**src/rtl/multicycle_controller.sv**
```systemverilog
// multicycle_controller: FSM-based control unit for the multicycle ARM datapath.
// Sequences each instruction over 3-5 cycles, decodes the ALU command, holds the
// NZCV flag register and evaluates the condition field.
// Optional feature: define MEM_READY_EN to add a MemReady handshake that stalls
// FETCH, MEMRD and MEMWR until memory accepts the access.
module multicycle_controller #(
    parameter int ALUCTRL_W = 2,
    parameter int FLAGS_W   = 4
) (
    input  logic                 clk,
    input  logic                 rst,
    input  logic [31:0]          Instr,
    input  logic [FLAGS_W-1:0]   ALUFlags,
`ifdef MEM_READY_EN
    input  logic                 MemReady,
`endif
    output logic                 PCWrite,
    output logic                 AdrSrc,
    output logic                 MemWrite,
    output logic                 IRWrite,
    output logic                 RegWrite,
    output logic [1:0]           ResultSrc,
    output logic [1:0]           ALUSrcA,
    output logic [1:0]           ALUSrcB,
    output logic [1:0]           ImmSrc,
    output logic [1:0]           RegSrc,
    output logic [ALUCTRL_W-1:0] ALUControl,
    output logic [3:0]           State
);

    if (FLAGS_W != 4) begin : gFlagsWidthCheck
        $error("multicycle_controller: FLAGS_W must be 4");
    end
    if (ALUCTRL_W != 2 && ALUCTRL_W != 3) begin : gAluCtrlWidthCheck
        $error("multicycle_controller: ALUCTRL_W must be 2 or 3");
    end

    localparam logic [ALUCTRL_W-1:0] ALU_ADD = ALUCTRL_W'(0);
    localparam logic [ALUCTRL_W-1:0] ALU_SUB = ALUCTRL_W'(1);
    localparam logic [ALUCTRL_W-1:0] ALU_AND = ALUCTRL_W'(2);
    localparam logic [ALUCTRL_W-1:0] ALU_ORR = ALUCTRL_W'(3);
    localparam logic [ALUCTRL_W-1:0] ALU_EOR = ALUCTRL_W'(4);

    typedef enum logic [3:0] {
        S_FETCH    = 4'd0,
        S_DECODE   = 4'd1,
        S_MEMADR   = 4'd2,
        S_MEMRD    = 4'd3,
        S_MEMWB    = 4'd4,
        S_MEMWR    = 4'd5,
        S_EXECUTER = 4'd6,
        S_EXECUTEI = 4'd7,
        S_ALUWB    = 4'd8,
        S_BRANCH   = 4'd9
    } state_e;

    state_e state_q, state_d;
    logic [3:0] flags_q;
    logic       condExR_q;

    logic [1:0] op;
    logic [5:0] funct;
    logic [3:0] cmd, rd, cond;
    logic       memReady;
    logic       condEx;
    logic [ALUCTRL_W-1:0] aluCmd;
    logic       cmdValid, isArith, isCmp, sBit;
    logic [1:0] flagW;
    logic       pcWriteRaw, memWriteRaw, irWriteRaw, regWriteRaw;
    logic       unusedInstr;

    assign op    = Instr[27:26];
    assign funct = Instr[25:20];
    assign cmd   = funct[4:1];
    assign rd    = Instr[15:12];
    assign cond  = Instr[31:28];
    assign unusedInstr = ^{Instr[19:16], Instr[11:0]};

`ifdef MEM_READY_EN
    assign memReady = MemReady;
`else
    assign memReady = 1'b1;
`endif

    // Data-processing command decode: ALU operation, legality, and flag-write class
    always_comb begin
        aluCmd   = ALU_ADD;
        cmdValid = 1'b0;
        isArith  = 1'b0;
        isCmp    = 1'b0;
        case (cmd)
            4'b0100: begin aluCmd = ALU_ADD; cmdValid = 1'b1; isArith = 1'b1; end
            4'b0010: begin aluCmd = ALU_SUB; cmdValid = 1'b1; isArith = 1'b1; end
            4'b0000: begin aluCmd = ALU_AND; cmdValid = 1'b1; end
            4'b1100: begin aluCmd = ALU_ORR; cmdValid = 1'b1; end
            4'b0001: begin
                if (ALUCTRL_W == 3) begin
                    aluCmd   = ALU_EOR;
                    cmdValid = 1'b1;
                end
            end
            4'b1010: begin
                if (ALUCTRL_W == 3) begin
                    aluCmd  = ALU_SUB;
                    isArith = 1'b1;
                    isCmp   = 1'b1;
                end
            end
            default: begin end
        endcase
        sBit     = funct[0] | isCmp;
        flagW[1] = sBit;
        flagW[0] = sBit & isArith;
    end

    // Condition evaluation against the stored {N,Z,C,V}; 1110 and 1111 both mean always
    always_comb begin
        condEx = 1'b1;
        case (cond)
            4'b0000: condEx = flags_q[2];
            4'b0001: condEx = ~flags_q[2];
            4'b0010: condEx = flags_q[1];
            4'b0011: condEx = ~flags_q[1];
            4'b0100: condEx = flags_q[3];
            4'b0101: condEx = ~flags_q[3];
            4'b0110: condEx = flags_q[0];
            4'b0111: condEx = ~flags_q[0];
            4'b1000: condEx = flags_q[1] & ~flags_q[2];
            4'b1001: condEx = ~flags_q[1] | flags_q[2];
            4'b1010: condEx = (flags_q[3] == flags_q[0]);
            4'b1011: condEx = (flags_q[3] != flags_q[0]);
            4'b1100: condEx = ~flags_q[2] & (flags_q[3] == flags_q[0]);
            4'b1101: condEx = flags_q[2] | (flags_q[3] != flags_q[0]);
            default: condEx = 1'b1;
        endcase
    end

    // State register
    always_ff @(posedge clk or posedge rst) begin
        if (rst) state_q <= S_FETCH;
        else     state_q <= state_d;
    end

    // Condition result is captured once, at the end of DECODE, and gates all later writes
    always_ff @(posedge clk or posedge rst) begin
        if (rst)                     condExR_q <= 1'b0;
        else if (state_q == S_DECODE) condExR_q <= condEx;
    end

    // Flag register: NZ and CV halves update independently at the end of execute
    always_ff @(posedge clk or posedge rst) begin
        if (rst) begin
            flags_q <= 4'b0000;
        end else if (state_q == S_EXECUTER || state_q == S_EXECUTEI) begin
            if (flagW[1] & condExR_q) flags_q[3:2] <= ALUFlags[3:2];
            if (flagW[0] & condExR_q) flags_q[1:0] <= ALUFlags[1:0];
        end
    end

    // Next-state logic
    always_comb begin
        state_d = S_FETCH;
        case (state_q)
            S_FETCH:  state_d = memReady ? S_DECODE : S_FETCH;
            S_DECODE: begin
                case (op)
                    2'b01:   state_d = S_MEMADR;
                    2'b00:   state_d = funct[5] ? S_EXECUTEI : S_EXECUTER;
                    2'b10:   state_d = S_BRANCH;
                    default: state_d = S_FETCH;
                endcase
            end
            S_MEMADR:   state_d = funct[0] ? S_MEMRD : S_MEMWR;
            S_MEMRD:    state_d = memReady ? S_MEMWB : S_MEMRD;
            S_MEMWB:    state_d = S_FETCH;
            S_MEMWR:    state_d = memReady ? S_FETCH : S_MEMWR;
            S_EXECUTER,
            S_EXECUTEI: state_d = isCmp ? S_FETCH : S_ALUWB;
            S_ALUWB:    state_d = S_FETCH;
            S_BRANCH:   state_d = S_FETCH;
            default:    state_d = S_FETCH;
        endcase
    end

    // Per-state datapath selects and raw enables
    always_comb begin
        pcWriteRaw  = 1'b0;
        memWriteRaw = 1'b0;
        irWriteRaw  = 1'b0;
        regWriteRaw = 1'b0;
        AdrSrc      = 1'b0;
        ResultSrc   = 2'b00;
        ALUSrcA     = 2'b00;
        ALUSrcB     = 2'b00;
        ALUControl  = ALU_ADD;
        case (state_q)
            S_FETCH: begin
                irWriteRaw = memReady;
                pcWriteRaw = memReady;
                ALUSrcA    = 2'b10;
                ALUSrcB    = 2'b10;
                ResultSrc  = 2'b10;
            end
            S_DECODE: begin
                ALUSrcA   = 2'b10;
                ALUSrcB   = 2'b10;
                ResultSrc = 2'b10;
            end
            S_MEMADR: ALUSrcB = 2'b01;
            S_MEMRD:  AdrSrc  = 1'b1;
            S_MEMWR: begin
                AdrSrc      = 1'b1;
                memWriteRaw = condExR_q;
            end
            S_MEMWB: begin
                ResultSrc = 2'b01;
                if (rd == 4'hF) pcWriteRaw  = condExR_q;
                else            regWriteRaw = condExR_q;
            end
            S_EXECUTER: ALUControl = aluCmd;
            S_EXECUTEI: begin
                ALUSrcB    = 2'b01;
                ALUControl = aluCmd;
            end
            S_ALUWB: begin
                if (rd == 4'hF) pcWriteRaw  = condExR_q & cmdValid;
                else            regWriteRaw = condExR_q & cmdValid;
            end
            S_BRANCH: begin
                ALUSrcB    = 2'b01;
                ResultSrc  = 2'b10;
                pcWriteRaw = condExR_q;
            end
            default: begin
                ALUSrcA   = 2'b10;
                ALUSrcB   = 2'b10;
                ResultSrc = 2'b10;
            end
        endcase
    end

    // Architectural enables are suppressed for as long as reset is held
    assign PCWrite  = pcWriteRaw  & ~rst;
    assign MemWrite = memWriteRaw & ~rst;
    assign IRWrite  = irWriteRaw  & ~rst;
    assign RegWrite = regWriteRaw & ~rst;
    assign ImmSrc   = op;
    assign RegSrc   = {op == 2'b01, op == 2'b10};
    assign State    = state_q;

endmodule
```
**config.mk**
```make
export PLATFORM = sky130hd
export DESIGN_NAME = multicycle_controller
export DESIGN_NICKNAME = d
export VERILOG_FILES = /design/src/rtl/multicycle_controller.sv
export SDC_FILE = /design/constraint.sdc
export NUM_CORES = 1
export LEC_CHECK = 0
export CAP_MARGIN = 20
export CORE_MARGIN = 2
export CORE_UTILIZATION = 35
export CTS_CLUSTER_DIAMETER = 120
export DETAILED_ROUTE_END_ITERATION = 10
export PLACE_DENSITY_LB_ADDON = 0.2
export SLEW_MARGIN = 10
export SYNTH_ARGS = -nofsm -noshare
export SYNTH_HDL_FRONTEND = slang
export SYNTH_SLANG_ARGS = --single-unit
```
**constraint.sdc**
```tcl
create_clock -name clk -period 1.8 [get_ports clk]
set_clock_uncertainty 0.2 [all_clocks]
set_input_delay 0.36 -clock clk [delete_from_list [all_inputs] [get_ports clk]]
set_output_delay 0.36 -clock clk [all_outputs]
set_load 0.01 [all_outputs]
```
### Word level (Yosys, flattened, before mapping)

Index checks and enable logic that the tools add are counted.
Widths: inputs -> output; s select.

* input port bits: 38
* bits in registers: 9

* multiplexer cells: 21
* equal/unequal tests: 30
* bitwise operators: 17
* reduce and logical (&&, ||, !) cells: 15

Operator list (count)
* $eq 4x4->1 const B: 10
* $eq 4x3->1 const B: 9
* $eq 4x2->1 const B: 5
* $pmux 4 s5: 1
* $pmux 1 s14: 1
* $logic_not 4->1: 3
* $pmux 4 s3: 1
* $and 1x1->1: 10
* $mux 1: 10
* $eq 4x1->1 const B: 2
* $pmux 2 s2: 2
* $reduce_or 8->1: 1
* $pmux 2 s3: 1
* $reduce_or 2->1: 3
* $reduce_or 6->1: 1
* $not 1->1: 5
* $reduce_or 5->1: 1
* $mux 2: 2
* $pmux 1 s4: 1
* $reduce_and 2->1: 2
* $reduce_or 4->1: 1
* $mux 3: 1
* $reduce_or 3->1: 1
* $eq 2x1->1 const B: 1
* 7 further kinds: 8

### Longest topological paths before layout

* depth after elaboration: 7
* gate-level depth with buffers: 5
* depth with buffers taken out: 4

### Worst setup path after synthesis

OpenSTA, ideal clock, no wires.

* kind: flip-flop to output port
* from: register state_q[1] (netlist: State[1])
* to: output port PCWrite
* path slack: -206 ps
* data arrival time: 1446 ps
* required time: 1240 ps
* cell stages (with the launch flop): 5
* cell sequence: dfrtp_1 > buf_6 > or4_1 > nor2_1 > a41o_1

* longest elaborated chain between the ends: 3
* elaborated cells between the ends (all ways): 6

Ends and longest elaborated chain
* from (decl): RTL line 57 `state_e state_q, state_d;`
* from (signal assigned): RTL line 141 `else state_q <= state_d;`
* $eq 4x4->1, or another cell as far along: RTL line 196 `case (state_q)`
* $pmux 1 s4 *: RTL line 196
* $and 1x1->1 *: RTL line 243 `assign PCWrite = pcWriteRaw & ~rst;`
* to (decl): RTL line 17 `output logic PCWrite,`

Every way passes the cells marked *; elsewhere a longest branch is shown, timed or not.

### Worst setup path in the final report

* from: input port Instr[23]
* to: output port PCWrite

* longest elaborated chain between the ends: 7
* elaborated cells between the ends (all ways): 10

Ends and longest elaborated chain
* from (decl): RTL line 12 `input logic [31:0] Instr,`
* $eq 4x2->1, or another cell as far along: RTL line 91 `case (cmd)`
* $reduce_or 4->1 (no source line) *
* $mux 1 *: RTL line 91
* $and 1x1->1 *: RTL line 226 `if (rd == 4'hF) pcWriteRaw = condExR_q & cmdValid;`
* $mux 1 *: RTL line 226
* $pmux 1 s4 *: RTL line 196
* $and 1x1->1 *: RTL line 243

Marked as above.

==> results by group <==
Setup path
  – Worst path bufs/invs: 2
  – Reg2reg setup slack: -0.19 ns
  – Crit path to: PCWrite
  – Critical path endpoint category: output port
  – Critical Path Stages: 6
  – CP cell instances: buf_2, mux2_4, o32a_1, o22ai_1, a41o_1, buf_2
  – Worst reg-to-reg path cell count: 6
  – CP Max Fanout: 2
  – Worst r2r src: State[3]$_DFF_PP0_
  – CP arrival: ~1.5 ns
  – CP max stage delay: around 0.33 ns
  – Worst EP required: between 1 and 1.5 ns
  – Worst path slowest cell: o32a_1
  – Critical path startpoint: Instr[23]
  – Startpoint types: primary input
  – Crit Path Category: primary input to output port
  – Most common cell on crit path: buf_2
  – Cell class contributing the biggest share of worst-path delay: compound AO/OA/AOI/OAI gates
  – FF-to-FF End: flags_q[1]$_DFFE_PP0P_

Yosys
  – Post-synth EDFFs: 0
  – Synth cell count leaders: nor2_1 (10), dfrtp_1 (9), nand2_1 (9)
  – Yosys top cell area share: about a quarter
  – Post-Synthesis Cell Area: 913 sq um
  – Mean Syn Cell Area: ~8.3 sq um
  – #FFs+latches synth: 9
  – Asr flop ratio synth: 100%
  – Synth area leader: dfrtp_1
  – Synth cell types: 41
  – Post-synth top flop: dfrtp_1
  – Cells after Synth: 110
  – Most frequent cell after synthesis: nor2_1
  – Synth top area cells: dfrtp_1 (25%), mux2_2 (4.9%), nand2b_1 (4.8%), xnor2_1 (4.8%), nor2_1 (4.1%)
  – Sequential fraction of the synthesis area: 24.7%
  – Yosys warns: 0
  – Syn nets: roughly 150

Floorplan
  – Initial Util: 36.9%
  – Number of I/O pins: 59
  – Die H: 55.1 microns
  – Core area: around 2500 sq um
  – Die width: 55.1 microns
  – # rows: 18
  – Die ar.: 3030 sq um

Outcome
  – Failing checks: negative setup slack
  – Status: complete, but fails checks

STA
  – Final worst slack: -0.300 ns
  – RSZ-0062 raised after global routing: true
  – Period utilization: 117%
  – Fmax: 476 MHz
  – Crit path time final: between 2 and 2.5 ns
  – Min Hold Slack: between 0.2 and 0.3 ns
  – Final Hold Fails: 0
  – Slew Limit Fails: 0
  – Final Setup Violations: 16

Final layout
  – Util after Layout: 65.5%
  – Antenna diode count: 0
  – Area grow syn2layout: 77.7%
  – Final Non-Filler Cells: roughly 210
  – Layout cells sized above 1: 44.0%
  – Fin nets: 221

Pwr
  – Max VDD drop: 0.000793 V
  – P_leak: ~0.8 nW
  – PD cells: 1260 nW/um^2
  – Pwr Total: 2.05 mW

Global route
  – Largest net degree at the start of global routing: 11
  – Antenna violations before repair: 0
  – GRT Overall Usage: 20.9%
  – Total gr overflow: 0
  – Vias in the first global route: 1,113
  – First-pass GRT wire length: 4.60 mm

Routing
  – Pre-antenna DRT Iters: 4
  – Vias per cell: 4.99
  – Routed WL: 2.80 mm
  – Drt drc: 0
  – Final ANT Viol Nets: 0
  – Post-DR wirelength/cell: around 13 microns
  – Initial DRC count: 17
  – Vias: 1,057

Place
  – PortBufs: 41
  – Hpwl dp: 2.17 mm
  – RD Place Congestion: between 0.8 and 0.9
  – Placed cells: 204

Clock network
  – Clock Sinks: 9
  – Clk Latency, worst-skew pair: 0.25 ns
  – TritonCTS Buffers: 3
  – CTS tree: yes
  – Root buf cell: clkbuf_4
  – Max clock buf depth: 2
  – Worst-path clk slew: 0.06 ns
  – H-tree levels: 1

Min path
  – Min-delay worst type: primary input to async pin

Job
  – Max cap viols: 0
[stage by stage]
| step | setup WS (ns) | area, sq um | setup TNS [ns] |
|---|---|---|---|
| 2_1_floorplan | -0.149 | 925 | -0.149 |
| 3_3_place_gp | -1.06 | 1550 | -7.04 |
| 3_5_place_dp | -1.05 | 1550 | -7.67 |
| 4_1_cts | -0.305 | 1590 | -2.32 |
| 5_1_grt | -0.394 | 1620 | -3.56 |
| 6_report | -0.300 | 1620 | -2.18 |
[cells by family (layout without fill, tap and decap cells)]
group	Yosys count	after routing	synth area share, %
AO/OA/AOI/OAI	19	19	14.8
multiplexers	6	6	7.67
other	1	1	0.411
buffers and inverters	13	85	8.77
XOR/XNOR	8	8	7.67
AND/OR/NAND/NOR	54	54	36.0
flip-flops	9	9	24.7
[worst min-delay path by stage]
stage | slack [ns] | to | from | depth (start not counted)
after floorplan | 0.004 | State[0]$_DFF_PP0_ | rst | 1
after global placement | 0.36 | flags_q[1]$_DFFE_PP0P_ | flags_q[1]$_DFFE_PP0P_ | 1
after detailed placement | 0.37 | flags_q[1]$_DFFE_PP0P_ | flags_q[1]$_DFFE_PP0P_ | 1
after CTS | 0.26 | State[1]$_DFF_PP0_ | rst | 3
after global routing | 0.30 | State[3]$_DFF_PP0_ | rst | 3
final | 0.29 | condExR_q$_DFFE_PP0P_ | rst | 3
[worst reg2reg max path: cells and delay by family (launching register included)]
family,cells,cell delay [ns]
AND/OR/NAND/NOR,3,0.55
multiplexers,1,0.34
buffers and inverters,2,0.34
flip-flops,1,0.44
[power breakdown]
part	total (mW)	switching, mW	internal [mW]	leakage (nW)
Clock	0.149	0.0638	0.0850	0.0150
Combinational	1.54	0.731	0.804	0.668
Sequential	0.362	0.0818	0.281	0.116
[layer usage]
layer / track usage, % / vias to the layer above / part of all wire [%]
met5: 0 / - / 0
met4: 6.10 / 0 / 0.36
met3: 4.84 / 2 / 6.1
met2: 42.5 / 37 / 57
met1: 20.6 / 482 / 37
li1: - / 536 / -
[flip-flops by register name, summed over array words and instances (netlist names)]
| signal | count |
|---|---|
| State | 4 |
| flags_q | 4 |
| condExR_q | 1 |
[placed cells by master, fill, tap and decap left out, drive strengths merged, types with 2 or more instances in the layout]
cell type | netlist | layout
nor4b | 2 | 2
inv | 4 | 4
nor2b | 4 | 4
o31ai | 2 | 2
nor3 | 7 | 7
nor2 | 11 | 11
a21oi | 4 | 4
nor4 | 2 | 2
xor2 | 3 | 3
and3 | 2 | 2
o21ai | 2 | 2
mux2 | 5 | 5
clkdlybuf4s15 | 0 | 3
nand2b | 7 | 7
nand2 | 9 | 9
xnor2 | 5 | 5
nand3b | 2 | 2
dlygate4sd2 | 0 | 9
clkbuf | 0 | 4
nand3 | 3 | 3
dfrtp | 9 | 9
dlymetal6s2s | 0 | 3
buf | 9 | 49
o32ai | 2 | 2
a211oi | 2 | 2
clkdlybuf4s50 | 0 | 13
[final cells by class]
type                    count  area, sq um
well taps                  30         37.5
fillers                   228          855
repair buffers             77          628
multi-input cells          88          687
flip-flops and latches      9          226
inverters                   4         17.5
clock buffers               4         26.3
[repair_timing]
item                                    CTS  global route
buffers inserted                          3             0
gates cloned                              1             0
pin swaps                                 6             0
endpoints found under the hold margin     0             0
resized for setup                        89             8
endpoints found under the setup margin   22            18
hold buffers                              0             0
Power figures use the tool's default switching activity.
